--- src/rtl/mult_div_unit_if.sv ---
// Handshake and result bundle between the multicycle control FSM and the
// iterative multiply/divide unit.
interface mult_div_unit_if #(
    parameter int WIDTH = 32
);
    logic             start;
    logic [1:0]       op;
    logic [WIDTH-1:0] a;
    logic [WIDTH-1:0] b;
    logic             busy;
    logic             done;
    logic             div_zero;
    logic [WIDTH-1:0] hi;
    logic [WIDTH-1:0] lo;

    modport master (
        output start, op, a, b,
        input  busy, done, div_zero, hi, lo
    );

    modport slave (
        input  start, op, a, b,
        output busy, done, div_zero, hi, lo
    );
endinterface

--- src/rtl/mult_div_unit.sv ---
// Radix-2 iterative multiply/divide unit: shift-add multiply, restoring divide.
// Results land in HI/LO, which hold until the next operation completes or reset.
module mult_div_unit #(
    parameter int WIDTH = 32
) (
    input  logic             clk,
    input  logic             rst,
    mult_div_unit_if.slave   bus
);
    localparam int CW = $clog2(WIDTH) + 1;

    typedef enum logic [1:0] {IDLE, CALC, FIX, DONE} state_t;

    state_t state, state_nxt;

    logic                 is_div;
    logic                 sign_a;
    logic                 sign_b;
    logic                 b_zero;
    logic [CW-1:0]        cnt;
    logic [WIDTH-1:0]     opnd;
    logic [2*WIDTH-1:0]   acc;
    logic [WIDTH:0]       rem;

    logic                 busy_q;
    logic                 done_q;
    logic                 div_zero_q;
    logic [WIDTH-1:0]     hi_q;
    logic [WIDTH-1:0]     lo_q;

    logic                 accept;
    logic                 calc_last;
    logic [WIDTH-1:0]     abs_a;
    logic [WIDTH-1:0]     abs_b;
    logic [WIDTH:0]       mul_sum;
    logic [WIDTH+1:0]     div_shift;
    logic [WIDTH+1:0]     div_trial;
    logic [2*WIDTH-1:0]   prod_fix;
    logic [WIDTH-1:0]     quo_fix;
    logic [WIDTH-1:0]     rem_fix;

    // busy/done are registered copies of the state, one cycle behind it, so
    // done_q also blocks a start in the first IDLE cycle after completion.
    assign accept    = (state == IDLE) && bus.start && !done_q;
    assign calc_last = (cnt == CW'(WIDTH - 1));

    always_ff @(posedge clk) begin
        if (rst) begin
            state <= IDLE;
        end else begin
            state <= state_nxt;
        end
    end

    always_comb begin
        state_nxt = state;
        case (state)
            IDLE:    if (accept) state_nxt = CALC;
            CALC:    if (calc_last) state_nxt = FIX;
            FIX:     state_nxt = DONE;
            DONE:    state_nxt = IDLE;
            default: state_nxt = IDLE;
        endcase
    end

    always_comb begin
        abs_a = (!bus.op[1] && bus.a[WIDTH-1]) ? -bus.a : bus.a;
        abs_b = (!bus.op[1] && bus.b[WIDTH-1]) ? -bus.b : bus.b;

        mul_sum = {1'b0, acc[2*WIDTH-1:WIDTH]} + {1'b0, (acc[0] ? opnd : '0)};

        // rem[WIDTH] stays 0 between steps, so the trial is negative exactly
        // when its top bit is set.
        div_shift = {rem, acc[WIDTH-1]};
        div_trial = div_shift - {2'b00, opnd};

        prod_fix = (sign_a ^ sign_b) ? -acc : acc;
        quo_fix  = (sign_a ^ sign_b) ? -acc[WIDTH-1:0] : acc[WIDTH-1:0];
        rem_fix  = sign_a ? -rem[WIDTH-1:0] : rem[WIDTH-1:0];
    end

    always_ff @(posedge clk) begin
        if (rst) begin
            is_div     <= 1'b0;
            sign_a     <= 1'b0;
            sign_b     <= 1'b0;
            b_zero     <= 1'b0;
            cnt        <= '0;
            opnd       <= '0;
            acc        <= '0;
            rem        <= '0;
            busy_q     <= 1'b0;
            done_q     <= 1'b0;
            div_zero_q <= 1'b0;
            hi_q       <= '0;
            lo_q       <= '0;
        end else begin
            busy_q <= (state == CALC) || (state == FIX);
            done_q <= (state == DONE);
            case (state)
                IDLE: begin
                    if (accept) begin
                        is_div     <= bus.op[0];
                        sign_a     <= !bus.op[1] && bus.a[WIDTH-1];
                        sign_b     <= !bus.op[1] && bus.b[WIDTH-1];
                        b_zero     <= (bus.b == '0);
                        opnd       <= bus.op[0] ? abs_b : abs_a;
                        acc        <= {{WIDTH{1'b0}}, (bus.op[0] ? abs_a : abs_b)};
                        rem        <= '0;
                        cnt        <= '0;
                        div_zero_q <= 1'b0;
                    end
                end
                CALC: begin
                    cnt <= cnt + CW'(1);
                    if (!is_div) begin
                        acc <= {mul_sum, acc[WIDTH-1:1]};
                    end else if (!div_trial[WIDTH+1]) begin
                        rem              <= div_trial[WIDTH:0];
                        acc[WIDTH-1:0]   <= {acc[WIDTH-2:0], 1'b1};
                    end else begin
                        rem              <= div_shift[WIDTH:0];
                        acc[WIDTH-1:0]   <= {acc[WIDTH-2:0], 1'b0};
                    end
                end
                FIX: begin
                    if (is_div) begin
                        // Dividing by zero leaves |a| in rem; the sign fix restores a.
                        hi_q       <= rem_fix;
                        lo_q       <= b_zero ? '1 : quo_fix;
                        div_zero_q <= b_zero;
                    end else begin
                        hi_q <= prod_fix[2*WIDTH-1:WIDTH];
                        lo_q <= prod_fix[WIDTH-1:0];
                    end
                end
                default: ;
            endcase
        end
    end

    assign bus.busy     = busy_q;
    assign bus.done     = done_q;
    assign bus.div_zero = div_zero_q;
    assign bus.hi       = hi_q;
    assign bus.lo       = lo_q;
endmodule

--- src/flat_wrapper.sv ---
// flat-port wrapper written by rule: the top's interface ports become plain ports
module mult_div_unit_flat 
#(
    parameter int WIDTH = 32
)
  (clk, rst, bus_start, bus_op, bus_a, bus_b, bus_busy, bus_done, bus_div_zero, bus_hi, bus_lo);
  mult_div_unit_if #(.WIDTH(WIDTH)) bus_i ();
  input  logic clk;
  input  logic rst;
  input wire logic [$bits(bus_i.start)-1:0] bus_start;
  input wire logic [$bits(bus_i.op)-1:0] bus_op;
  input wire logic [$bits(bus_i.a)-1:0] bus_a;
  input wire logic [$bits(bus_i.b)-1:0] bus_b;
  output wire logic [$bits(bus_i.busy)-1:0] bus_busy;
  output wire logic [$bits(bus_i.done)-1:0] bus_done;
  output wire logic [$bits(bus_i.div_zero)-1:0] bus_div_zero;
  output wire logic [$bits(bus_i.hi)-1:0] bus_hi;
  output wire logic [$bits(bus_i.lo)-1:0] bus_lo;
  assign bus_i.start = bus_start;
  assign bus_i.op = bus_op;
  assign bus_i.a = bus_a;
  assign bus_i.b = bus_b;
  assign bus_busy = bus_i.busy;
  assign bus_done = bus_i.done;
  assign bus_div_zero = bus_i.div_zero;
  assign bus_hi = bus_i.hi;
  assign bus_lo = bus_i.lo;
  mult_div_unit #(.WIDTH(WIDTH)) u_core (.clk(clk), .rst(rst), .bus(bus_i));
endmodule
--- config.mk ---
export PLATFORM = sky130hd
export DESIGN_NAME = mult_div_unit_flat
export DESIGN_NICKNAME = d
export VERILOG_FILES = /design/src/rtl/mult_div_unit_if.sv /design/src/rtl/mult_div_unit.sv /design/src/flat_wrapper.sv
export SDC_FILE = /design/constraint.sdc
export NUM_CORES = 1
export LEC_CHECK = 0
export CORE_UTILIZATION = 30
export DETAILED_ROUTE_END_ITERATION = 7
export GPL_TIMING_DRIVEN = 1
export MAX_ROUTING_LAYER = met4
export REMOVE_ABC_BUFFERS = 1
export SLEW_MARGIN = 10
export SYNTH_ARGS = -nofsm -noshare
export SYNTH_HDL_FRONTEND = slang
export SYNTH_SLANG_ARGS = --single-unit
--- constraint.sdc ---
create_clock -name clk -period 9.9 [get_ports clk]
set_clock_uncertainty 0.2 [all_clocks]
set_input_delay 1.98 -clock clk [delete_from_list [all_inputs] [get_ports clk]]
set_output_delay 1.98 -clock clk [all_outputs]
set_load 0.01 [all_outputs]
# [Word-level counts from Yosys, hierarchy flattened]
# Index checks and enable logic that the tools add are counted.
[word_totals] register_bits=208 in_bits=69 word_cells=78
[classes] add_sub_neg=8 n_eq_ne=9 muxes=28 bitwise_logic=1 reduce_logical=17
[ops] op="2-to-1 mux 32 bit" n=12
[ops] op="2-to-1 mux 64 bit" n=2
[ops] op="negation 32 bit" n=4
[ops] op="one-hot mux 64 bit (2 select lines)" n=1
[ops] op="2-to-1 mux 33 bit" n=3
[ops] op="one-hot mux 33 bit (2 select lines)" n=1
[ops] op="negation 64 bit" n=1
[ops] op="subtractor 34 x 32 -> 34 bit" n=1
[ops] op="adder 32 x 32 -> 33 bit" n=1
[ops] op="zero test 32 bit" n=1
[ops] op="one-hot mux 6 bit (2 select lines)" n=1
[ops] op="AND reduction 3 bit" n=3
[ops] op="!= test 2 x 1 -> 1 bit, second input constant" n=4
[ops] op="one-hot mux 2 bit (4 select lines)" n=1
[ops] op="adder 6 x 1 -> 6 bit, second input constant" n=1
[ops] op="equality test 6 x 5 -> 1 bit, second input constant" n=1
[ops] op="2-to-1 mux 6 bit" n=1
[ops] op="AND reduction 2 bit" n=3
[ops] op="equality test 2 bit, second input constant" n=2
[ops] op="logical AND 1 bit" n=4
[ops] op="2-to-1 mux 2 bit" n=2
[ops] op="nonzero test 2 bit" n=2
[ops] op="2-to-1 mux 1 bit" n=3
[ops] op="equality test 2 x 1 -> 1 bit, second input constant" n=1
[ops] op="6 further kinds" n=7

# [Longest topological paths before layout]
[logic_depth] depth_word=6 depth_mapped=14 depth_no_buf=13

# [Worst setup path after synthesis]
# Ideal clock, no wire load.
[synth_path] path_type="in2reg" from="in bus_a[4]" to="reg u_core.opnd[27]" setup_time_ns=0.065 arrival_ns=4.171 path_slack_ns=5.464 stages=9 cell_sequence="or4_1 nor4_1 nand4_1 o31ai_1 xor2_1 and2_1 a211oi_1 a21oi_1 nor2_1"
[synth_between] elab_chain_len=3
[synth_rtl] element="start: declaration" line_no="flat_wrapper.sv:12" text="input wire logic [$bits(bus_i.a)-1:0] bus_a;"
[synth_rtl] element="negation 32 bit" line_no="mult_div_unit.sv:67" text="abs_a = (!bus.op[1] && bus.a[WIDTH-1]) ? -bus.a : bus.a;"
[synth_rtl] element="2-to-1 mux 32 bit" line_no="mult_div_unit.sv:67"
[synth_rtl] element="2-to-1 mux 32 bit" line_no="mult_div_unit.sv:107" text="opnd <= bus.op[0] ? abs_b : abs_a;"
[synth_rtl] element="end signal: assignment" line_no="mult_div_unit.sv:107"
[synth_rtl] element="end: declaration" line_no="mult_div_unit.sv:21" text="logic [WIDTH-1:0] opnd;"
# No other way between the ends.
# A chain may end at the register's enable or synchronous reset.

# [Worst setup path in the final report]
[layout_path] from="in bus_b[4]" to="reg u_core.opnd[29]"
[layout_between] elab_chain_len=3
[layout_rtl] element="start: declaration" line_no="flat_wrapper.sv:13" text="input wire logic [$bits(bus_i.b)-1:0] bus_b;"
[layout_rtl] element="negation 32 bit" line_no="mult_div_unit.sv:68" text="abs_b = (!bus.op[1] && bus.b[WIDTH-1]) ? -bus.b : bus.b;"
[layout_rtl] element="2-to-1 mux 32 bit" line_no="mult_div_unit.sv:68"
[layout_rtl] element="2-to-1 mux 32 bit" line_no="mult_div_unit.sv:107"
# No other way between the ends.

==> flow_summary_export.csv <==
group,metric,value,unit
timing,max_clock_freq,0.211,GHz
hold_path,hold_class,"flop to flop",
setup_path,endpoint_kind,"flop",
timing,tightest_slew,1090,ps
setup_path,cp.arrival,5060,ps
yosys,synth_edf_count,0,
timing,grt_setup_unrepaired,"no",
placement,dp.final_hpwl,42300,um
setup_path,worstSetupPathType,"input port to flop",
grt,grt_max_degree,68,
cts,h-tree-depth,1,
cts,cts.sinks,208,
timing,drv_slew,0,
floorplanning,core_area,51500,um2
grt,antenna_found_initial,1,
drt,wirelength,56200,um
cells_and_area,drive_above_1_share,5.67,%
drt,drt_iter0_drc,1297,
cells_and_area,instances_no_fill,2849,
yosys,synth_seq_cells,208,
setup_path,reg2reg_depth,12,
timing,fin_setup_tns,0,ps
yosys,synth_cells,2090,
cells_and_area,stdcell_area,18600,um2
drt,viasPerCell,5.58,
cts,cts_setup_buffers,0,
hold_path,hold_depth,2,
cts,clkTransAtPathRegs,60,ps
grt,grt_pass1_wl,87800,um
setup_path,reg2reg_to,"u_core.acc[0]",
yosys,syn_area,15700,um2
yosys,ys_types,72,
cts,ctsResizeCount,0,
setup_path,crit_fanout,5,
yosys,yosysSeqAreaShare,26.5,%
timing,final_hold_viol_count,0,
drt,vias,15890,
drt,drtAntennaViolNets,0,
cells_and_area,area_growth,18.3,%
yosys,avgSynthCellArea,7.51,um2
hold_path,holdPathEnd,"u_core.bus.hi[8]",
floorplanning,num_rows,83,
pwr,p_per_area,210,nW/um2
grt,track_usage,21.3,%
setup_path,crit_path_start_kind,"input port",
yosys,ys_top_cells_by_area,"dfxtp_1 (27%), xnor2_1 (6.3%), ha_1 (5.8%), a21oi_1 (5.7%), nand2_1 (5.5%)",
hold_path,hold_start,"u_core.bus.hi[8]",
placement,place_congestion,0.973,
drt,first_pass_iters,5,
timing,slew_headroom,26.8,%
timing,period_share,48.0,%
setup_path,r2r_slack,5510,ps
floorplanning,dieArea,53200,um2
cts,numCtsBuffers,26,
cells_and_area,fin_util,36.1,%
placement,placed_cell_area,17700,um2
cts,clockBufferDepth,3,
cts,cts_tree,"yes",
pwr,p_leak,7.05,nW
status,outcome,"finished, final reports clean",
placement,io_buffers,135,
yosys,yosysTopAreaCell,"dfxtp_1",
yosys,synthFlopType,"dfxtp_1",
floorplanning,dieWidth,231,um
drt,route.detailed.wl_per_inst,19.7,um
grt,grt_overflow,0,
cts,clock_latency,570,ps
floorplanning,pin_count,136,
yosys,synth_top_area_share,26.5,%
placement,placed_cells,2802,
cts,cts-hold-fix-buffers,0,
floorplanning,initial_utilization,30.5,%
cells_and_area,nets,2294,
pwr,peakVddDrop,0.123,mV
cells_and_area,fill_cells,5465,
yosys,synth_warnings,0,
setup_path,required,10210,ps
timing,period_needed,4750,ps
yosys,synthArstFlopShare,0,%
drt,drcViolationCount,0,
run,drv_cap,0,
setup_path,r2r_start,"u_core.opnd[9]",
floorplanning,die_y,231,um
grt,grt_pass1_vias,15236,
cts,root_buffer,"clkbuf_16",
timing,setup_viol,0,
timing,holdWs,238,ps
-- metrics by stage --
stage / setup slack [ps] / power [W]
after detailed placement: 4640 / 0.00287
after floorplan: 4400 / 0.00221
after global placement: 4670 / 0.00285
final: 5150 / 0.00390
after CTS: 5210 / 0.00391
after global routing: 4920 / 0.00413
-- area by class of cell --
class	count	area, um2	area share, %
Tap cell	680	851	4.58
Multi-Input combinational cell	1669	10800	58.1
Clock buffer	30	686	3.69
Timing Repair Buffer	162	1550	8.33
Clock inverter	16	219	1.18
Sequential cell	208	4170	22.4
Inverter	83	312	1.68
Antenna cell	1	2.50	0.0135
-- critical path, cell delays in order --
cell and delay, ps:
clkdlybuf4s50_1 460, nor4_1 660, and3_1 430, nand3b_1 190, nand2b_1 270, o31ai_1 270
xnor2_1 180, nor2_1 60, a2111oi_0 390, a31o_2 160
-- worst max-delay path by stage --
stage                     startpoint         endpoint  slack [ps]  cells after the start
after floorplan            bus_start   u_core.rem[11]        4400                      5
after global placement      bus_a[4]  u_core.opnd[27]        4670                     11
after detailed placement    bus_b[4]  u_core.opnd[29]        4640                     10
after CTS                   bus_b[4]  u_core.opnd[29]        5210                     10
after global routing        bus_b[4]   u_core.acc[27]        4920                     10
final                       bus_b[4]  u_core.opnd[29]        5150                     10
-- per-layer routing --
layer	routed length, um	global-route usage (%)	vias to the layer above
met5	0	-	-
met4	1840	6.89	0
met3	2890	2.30	95
met2	25700	33.8	503
met1	25800	28.2	7638
li1	-	-	7654
-- cell families (layout without fill, tap and decap cells) --
| group | Yosys count | after routing | synth area share, % |
|---|---|---|---|
| AND/OR/NAND/NOR | 680 | 680 | 20.2 |
| other | 0 | 1 | 0 |
| multiplexers | 64 | 64 | 4.22 |
| flip-flops | 208 | 208 | 26.5 |
| XOR/XNOR | 202 | 202 | 11.3 |
| adder cells (fa/ha/maj) | 75 | 75 | 6.07 |
| buffers and inverters | 213 | 291 | 5.17 |
| AO/OA/AOI/OAI | 648 | 648 | 26.5 |
-- power breakdown --
part	internal, W	leakage, nW	switching (W)
logic	0.000650	4.90	0.00105
clock network	0.000625	0.450	0.000406
registers	0.000991	1.69	0.000175
total	0.00227	7.05	0.00163
-- state kept, by name (all words and copies together), names as in the netlist --
| signal | flops |
|---|---|
| u_core.acc | 64 |
| u_core.b_zero | 1 |
| u_core.bus.busy | 1 |
| u_core.bus.div_zero | 1 |
| u_core.bus.done | 1 |
| u_core.bus.hi | 32 |
| u_core.bus.lo | 32 |
| u_core.cnt | 6 |
| u_core.is_div | 1 |
| u_core.opnd | 32 |
| u_core.rem | 33 |
| u_core.sign_a | 1 |
| u_core.sign_b | 1 |
| u_core.state | 2 |
-- synth_stat cells, types with 17 or more instances --
cell type	instances
o21ai_0	139
nand3_1	29
o31ai_1	33
o211ai_1	29
nand2_1	231
a211oi_1	72
nor3_1	50
xor2_1	89
mux2i_1	47
nor2_1	224
a21oi_1	180
xnor2_1	113
clkbuf_1	111
inv_1	82
mux2_2	17
ha_1	73
a21o_1	29
dfxtp_1	208
or3_1	17
o41ai_1	22
-- placed cells by master, fill, tap and decap left out, types with 13 or more instances in the layout --
| master | count |
|---|---|
| xor2_1 | 87 |
| nand3_1 | 29 |
| o31ai_1 | 33 |
| a22o_1 | 15 |
| o41ai_1 | 22 |
| o211ai_1 | 29 |
| mux2_2 | 17 |
| inv_1 | 82 |
| a211oi_1 | 72 |
| buf_4 | 28 |
| and3_1 | 15 |
| nand2_1 | 231 |
| a311oi_1 | 13 |
| mux2i_1 | 47 |
| a21o_1 | 29 |
| dfxtp_1 | 207 |
| nor3_1 | 50 |
| nor2_1 | 223 |
| a31oi_1 | 14 |
| a22oi_1 | 16 |
| clkdlybuf4s50_1 | 133 |
| nand4_1 | 16 |
| or3_1 | 17 |
| xnor2_1 | 112 |
| o21ai_0 | 139 |
| or4_1 | 16 |
| ha_1 | 72 |
| a21oi_1 | 177 |
| clkbuf_16 | 26 |
No activity file was read; power rests on OpenSTA's default activity.
==> RTL change 1, RTL diff (same flow settings) <==
Make the reset (`rst`) asynchronous in 2 clocked blocks.
--- a/src/rtl/mult_div_unit.sv
+++ b/src/rtl/mult_div_unit.sv
@@ -44,7 +44,7 @@
     assign accept    = (state == IDLE) && bus.start && !done_q;
     assign calc_last = (cnt == CW'(WIDTH - 1));
 
-    always_ff @(posedge clk) begin
+    always_ff @(posedge clk or posedge rst) begin
         if (rst) begin
             state <= IDLE;
         end else begin
@@ -79,7 +79,7 @@
         rem_fix  = sign_a ? -rem[WIDTH-1:0] : rem[WIDTH-1:0];
     end
 
-    always_ff @(posedge clk) begin
+    always_ff @(posedge clk or posedge rst) begin
         if (rst) begin
             is_div     <= 1'b0;
             sign_a     <= 1'b0;
Check against the original RTL: differs if rst is asserted again (counterexample within 4 cycles, from zero or initial values and one cycle with rst high); with rst held inactive, the same outputs for 10 cycles.
==> RTL change 1 against the unedited design <==
- fmax is 6.6% lower
- wire length is 1.8% lower
- synthesized area is 3.4% higher
- setup slack worse by 0.33 ns
- sequential cell count stayed put
- design area is 3.4% higher
- worst hold slack better by 0.043 ns
- die area is 3.3% higher
- critical endpoint is now u_core.acc[25]$_DFFE_PP0P_
- largest cell class unchanged
Power is not compared: it rests on default switching activity, and its combinational part moved more than twofold at a synthesized area within 25%.
==> RTL change 1: results (changes against the unedited design) <==
.. list-table::
   :header-rows: 1

   * - Metric
     - Value
   * - Outcome
     - finished, final reports clean
   * - Fraction of synthesis flops using an asynchronous set or reset pin
     - 100% (+100 points)
   * - Crit path to
     - u_core.acc[25]$_DFFE_PP0P_
   * - Top cells by area, synth
     - sky130_fd_sc_hd__dfrtp_1 32%, sky130_fd_sc_hd__a21oi_1 5.9%, sky130_fd_sc_hd__o21ai_0 5.8%
   * - Number of flip-flops under the largest register name
     - 64 (unchanged)
   * - Count of cell types in the netlist
     - 69 (-4.2%)
   * - Reg2reg start
     - u_core.acc[31]$_DFFE_PP0P_
   * - Multiplexer share of the synthesized area
     - 4.48% (+0.26 points)
   * - Xor and xnor fraction of the mapped netlist area
     - 11.0% (-0.26 points)
   * - Destination of the worst register-to-register timing path
     - u_core.rem[0]$_DFFE_PP0P_
   * - Worst setup path startpoint
     - bus_a[5]
   * - Via-to-Cell Ratio
     - 5.46 (-2.1%)
   * - GRT Resource Usage Total
     - 20.5% (-0.78 points)
   * - Worst Tran Pin Value
     - 1.30 ns (+0.211 ns)
   * - Sequential cell area fraction in the yosys report
     - 32.1% (+5.5 points)
   * - Wire length of the first global-routing pass
     - 86,200 µm (-1.8%)
   * - Clock edge transition at the registers on the reported setup and hold paths
     - 0.06 ns (about the same)
   * - Global placement routability congestion
     - 0.938 (-3.5%)
   * - Register-to-register path setup slack
     - 5.13 ns (-0.38 ns)
   * - Adder-cell share of the synthesized area
     - 5.88% (-0.20 points)
   * - Number of I/O port buffers
     - 135 (unchanged)
   * - Average wire length per cell after detail routing
     - 19.7 µm (about the same)
   * - Root Buffer
     - sky130_fd_sc_hd__clkbuf_16
   * - Worst EP arrival
     - 5.29 ns (+0.23 ns)
   * - Crit path largest cell delay
     - 0.71 ns (+0.05 ns)
   * - Maximum number of pins on one net before global-route repair
     - 101 (+49%)
   * - TritonCTS Buffers
     - 27 (+3.8%)
   * - Top cells by count, synth
     - 208 x sky130_fd_sc_hd__dfrtp_1, 208 x sky130_fd_sc_hd__nand2_1, 208 x sky130_fd_sc_hd__nor2_1, 190 x sky130_fd_sc_hd__a21oi_1, 189 x sky130_fd_sc_hd__o21ai_0
   * - Half-perimeter wire length of the detailed placement result
     - 41,800 µm (-1.2%)
   * - Leakage power of the design
     - ~8 nW
   * - Fraction of final layout cells with drive strength greater than 1
     - 6.07% (+0.40 points)
   * - 1st-iter DRT viols
     - 1,084 (-16%)
   * - Vias in the first global route
     - 14,900 (-2.4%)
   * - Most frequently used flop master after synthesis
     - sky130_fd_sc_hd__dfrtp_1
   * - Number of nets in the layout
     - 2,233 (-2.7%)
   * - Number of antenna violations at the first check in global routing
     - 2 (+1)
   * - Fraction of the mapped netlist area in compound gates
     - 24.0% (-2.5 points)
## RTL change 1: changes by cell type after synthesis, moves of 12 or more
| cell | before | now |
|---|---|---|
| sky130_fd_sc_hd__xor2_1 | 89 | 101 |
| sky130_fd_sc_hd__dfrtp_1 | 0 | 208 |
| sky130_fd_sc_hd__dfxtp_1 | 208 | 0 |
| sky130_fd_sc_hd__a211oi_1 | 72 | 25 |
| sky130_fd_sc_hd__o21ai_0 | 139 | 189 |
| sky130_fd_sc_hd__nor2_1 | 224 | 208 |
| sky130_fd_sc_hd__a22oi_1 | 16 | 1 |
| sky130_fd_sc_hd__nand2b_1 | 11 | 23 |
| sky130_fd_sc_hd__nand2_1 | 231 | 208 |
| sky130_fd_sc_hd__nor3_1 | 50 | 29 |
## RTL change 1: power breakdown
group	internal [mW]	switching [mW]	total (mW)
sequential	1.22	0.456	1.68
clock	0.634	0.412	1.05
combinational	1.87	2.64	4.51
## RTL change 1: worst min path at each step
stage,start,endpoint,slack (ns),cells past startpoint
2_1_floorplan,u_core.opnd[11]$_DFFE_PP0P_,u_core.opnd[11]$_DFFE_PP0P_,0.25,2
3_3_place_gp,u_core.opnd[13]$_DFFE_PP0P_,u_core.opnd[13]$_DFFE_PP0P_,0.27,2
3_5_place_dp,u_core.opnd[5]$_DFFE_PP0P_,u_core.opnd[5]$_DFFE_PP0P_,0.27,2
4_1_cts,u_core.opnd[5]$_DFFE_PP0P_,u_core.opnd[5]$_DFFE_PP0P_,0.29,2
5_1_grt,u_core.opnd[21]$_DFFE_PP0P_,u_core.opnd[21]$_DFFE_PP0P_,0.31,2
6_report,u_core.opnd[5]$_DFFE_PP0P_,u_core.opnd[5]$_DFFE_PP0P_,0.28,2
## RTL change 1: stage by stage
stage / hold WS (ns) / instances / utilization (%) / setup slack, ns / instance area, µm²
finish: 0.281 / 2798 / 36.2 / 4.82 / 19200
global route: 0.311 / 2798 / 36.2 / 4.56 / 19200
CTS: 0.288 / 2796 / 36.2 / 4.91 / 19200
detailed placement: 0.275 / 2748 / 34.5 / 4.33 / 18300
global placement: 0.270 / 2748 / 34.5 / 4.35 / 18300
floorplan: 0.250 / 1902 / - / 2.04 / 15800
## RTL change 1: layout make-up
type | instances | area, µm²
antenna | 2 | 5.00
clock buffer | 36 | 749
clock inverter | 12 | 171
fill | 5561 | 33800
inverter | 88 | 338
multi-input combinational | 1606 | 10300
sequential | 208 | 5210
tap | 688 | 861
timing repair buffer | 158 | 1520
## RTL change 1: layer usage
layer	wire [µm]	vias to the layer above	share of wire (%)	track usage, %
met2	26100	363	47	33.0
met5	0	-	0	-
li1	-	7363	-	-
met4	1380	0	2.5	5.30
met3	2380	88	4.3	2.37
met1	25400	7458	46	27.3
==> RTL change 2, RTL diff (config.mk and constraints unchanged) <==
Made on the original files. `WIDTH` is set to 32 in 3 places; all go to 16.
--- a/src/rtl/mult_div_unit_if.sv
+++ b/src/rtl/mult_div_unit_if.sv
@@ -1,7 +1,7 @@
 // Handshake and result bundle between the multicycle control FSM and the
 // iterative multiply/divide unit.
 interface mult_div_unit_if #(
-    parameter int WIDTH = 32
+    parameter int WIDTH = 16
 );
     logic             start;
     logic [1:0]       op;
--- a/src/rtl/mult_div_unit.sv
+++ b/src/rtl/mult_div_unit.sv
@@ -1,7 +1,7 @@
 // Radix-2 iterative multiply/divide unit: shift-add multiply, restoring divide.
 // Results land in HI/LO, which hold until the next operation completes or reset.
 module mult_div_unit #(
-    parameter int WIDTH = 32
+    parameter int WIDTH = 16
 ) (
     input  logic             clk,
     input  logic             rst,
--- a/src/flat_wrapper.sv
+++ b/src/flat_wrapper.sv
@@ -1,7 +1,7 @@
 // flat-port wrapper written by rule: the top's interface ports become plain ports
 module mult_div_unit_flat 
 #(
-    parameter int WIDTH = 32
+    parameter int WIDTH = 16
 )
   (clk, rst, bus_start, bus_op, bus_a, bus_b, bus_busy, bus_done, bus_div_zero, bus_hi, bus_lo);
   mult_div_unit_if #(.WIDTH(WIDTH)) bus_i ();
Ports: changed (resized bus_a, bus_b, bus_hi and bus_lo); port bits go from 136 to 72. No check against the original RTL was run, so the function may have changed too.
==> RTL change 2 against the unedited design <==
- fmax is 9.6% higher
- wire length is 59% lower
- count of clock-buffer cells in the layout is 21 lower
- critical endpoint is now u_core.opnd[14]$_SDFFE_PP0P_
- the flow now finishes with violations (design-rule violations)
- sequential share of layout area is 1.4 points higher
- critical path depth is 1 lower
- synthesized area is 49% lower
- design area is 50% lower
- clock power is 63% lower
- setup slack better by 0.41 ns
- total power is 47% lower
- non-clock buffer count is 81 lower
- combinational power is 38% lower
- sequential cell count is 97 lower
==> RTL change 2: results (changes against the unedited design) <==
.. list-table::
   :header-rows: 1

   * - Metric
     - Value
   * - Wire length of the first global-routing pass
     - 36,800 µm (-58%)
   * - Fill cell count
     - 2,707 (-50%)
   * - Switching power share of the total
     - 44.3% (+2.4 points)
   * - Crit path largest cell delay
     - 0.49 ns (-0.17 ns)
   * - Hold Crit Start
     - u_core.opnd[3]$_SDFFE_PP0P_
   * - Worst VDD drop
     - 0.0999 mV (-18%)
   * - Worst path slowest cell
     - sky130_fd_sc_hd__clkdlybuf4s50_1
   * - Global placement routability congestion
     - 0.900 (-7.5%)
   * - R2r worst-path depth
     - 11 (-1)
   * - Clk tree area frac
     - 3.27% (-1.6 points)
   * - 1st-iter DRT viols
     - 482 (-63%)
   * - Vias in the first global route
     - 6,828 (-55%)
   * - Average wire length per cell after detail routing
     - 16.2 µm (-18%)
   * - Reg2reg start
     - u_core.acc[0]$_SDFFE_PP0P_
   * - Sinks on Clock Net
     - 111 (-47%)
   * - Standard-cell rows
     - 59 (-29%)
   * - Metal3 WL
     - 1000 µm (-65%)
   * - GR Util met1
     - 23.2% (-5.0 points)
   * - Number of inverters outside the clock class in the layout
     - 48 (-42%)
   * - Sequential cell fraction of total power
     - 31.3% (+1.4 points)
   * - Minimum setup slack after placement
     - 5.24 ns (+0.596 ns)
   * - Combinational share of power
     - 50.5% (+6.9 points)
   * - Tcrit/Tclk final
     - 43.8% (-4.2 points)
   * - CTS max path bufs
     - 2 (-1)
   * - Leakage power of the design
     - 3.62 nW (-49%)
   * - Detailed Routing Iterations Pass 1
     - 8 (+3)
   * - Remaining routing DRC violations
     - 1 (+1)
   * - Violations in the final reports
     - design-rule violations
   * - Half-perimeter wire length of the detailed placement result
     - 18,200 µm (-57%)
   * - Total wirelength of the detailed-routed design
     - 23,200 µm (-59%)
   * - Outcome
     - finished, violations left
   * - Largest registers
     - u_core.acc (32), u_core.rem (17)
   * - Destination of the worst register-to-register timing path
     - u_core.acc[29]$_SDFFE_PP0P_
   * - Diode insertion count for antenna repair
     - 0 (-1)
   * - Wire length on met2
     - 10,700 µm (-58%)
   * - Via count
     - 7,533 (-53%)
   * - Total area of sequential cells
     - 2220 µm² (-47%)
   * - Destination of the worst hold path
     - u_core.opnd[3]$_SDFFE_PP0P_
   * - Fraction of final layout cells with drive strength greater than 1
     - 4.36% (-1.3 points)
   * - Number of antenna violations at the first check in global routing
     - 0 (-1)
   * - Top cells by count, synth
     - 128 x sky130_fd_sc_hd__nor2_1, 125 x sky130_fd_sc_hd__nand2_1, 111 x sky130_fd_sc_hd__dfxtp_1, 73 x sky130_fd_sc_hd__a21oi_1, 69 x sky130_fd_sc_hd__o21ai_0
   * - Worst setup path startpoint
     - bus_a[2]
   * - Worst EP arrival
     - 4.36 ns (-0.70 ns)
   * - Worst Hold Slack
     - 0.253 ns (+0.0142 ns)
   * - Post-route standard cell area excluding fillers
     - 9330 µm² (-50%)
[RTL change 2: cell count changes after synthesis, moves of 24 or more]
cell and change:
sky130_fd_sc_hd__nand2_1 -106, sky130_fd_sc_hd__ha_1 -31, sky130_fd_sc_hd__xor2_1 -44, sky130_fd_sc_hd__o21ai_0 -70
sky130_fd_sc_hd__xnor2_1 -64, sky130_fd_sc_hd__dfxtp_1 -97, sky130_fd_sc_hd__a211oi_1 -37, sky130_fd_sc_hd__o31ai_1 -24
sky130_fd_sc_hd__inv_1 -36, sky130_fd_sc_hd__nor2_1 -96, sky130_fd_sc_hd__a21oi_1 -107, sky130_fd_sc_hd__clkbuf_1 -61
sky130_fd_sc_hd__nor3_1 -24
[RTL change 2: logic make-up after synthesis]
kind of cell / share of synthesized area (%)
buf+inv: 5.13
fa+ha+maj: 7.02
xor+xnor: 10.6
simple gates: 20.9
flops: 27.6
mux: 3.96
compound gates: 24.9
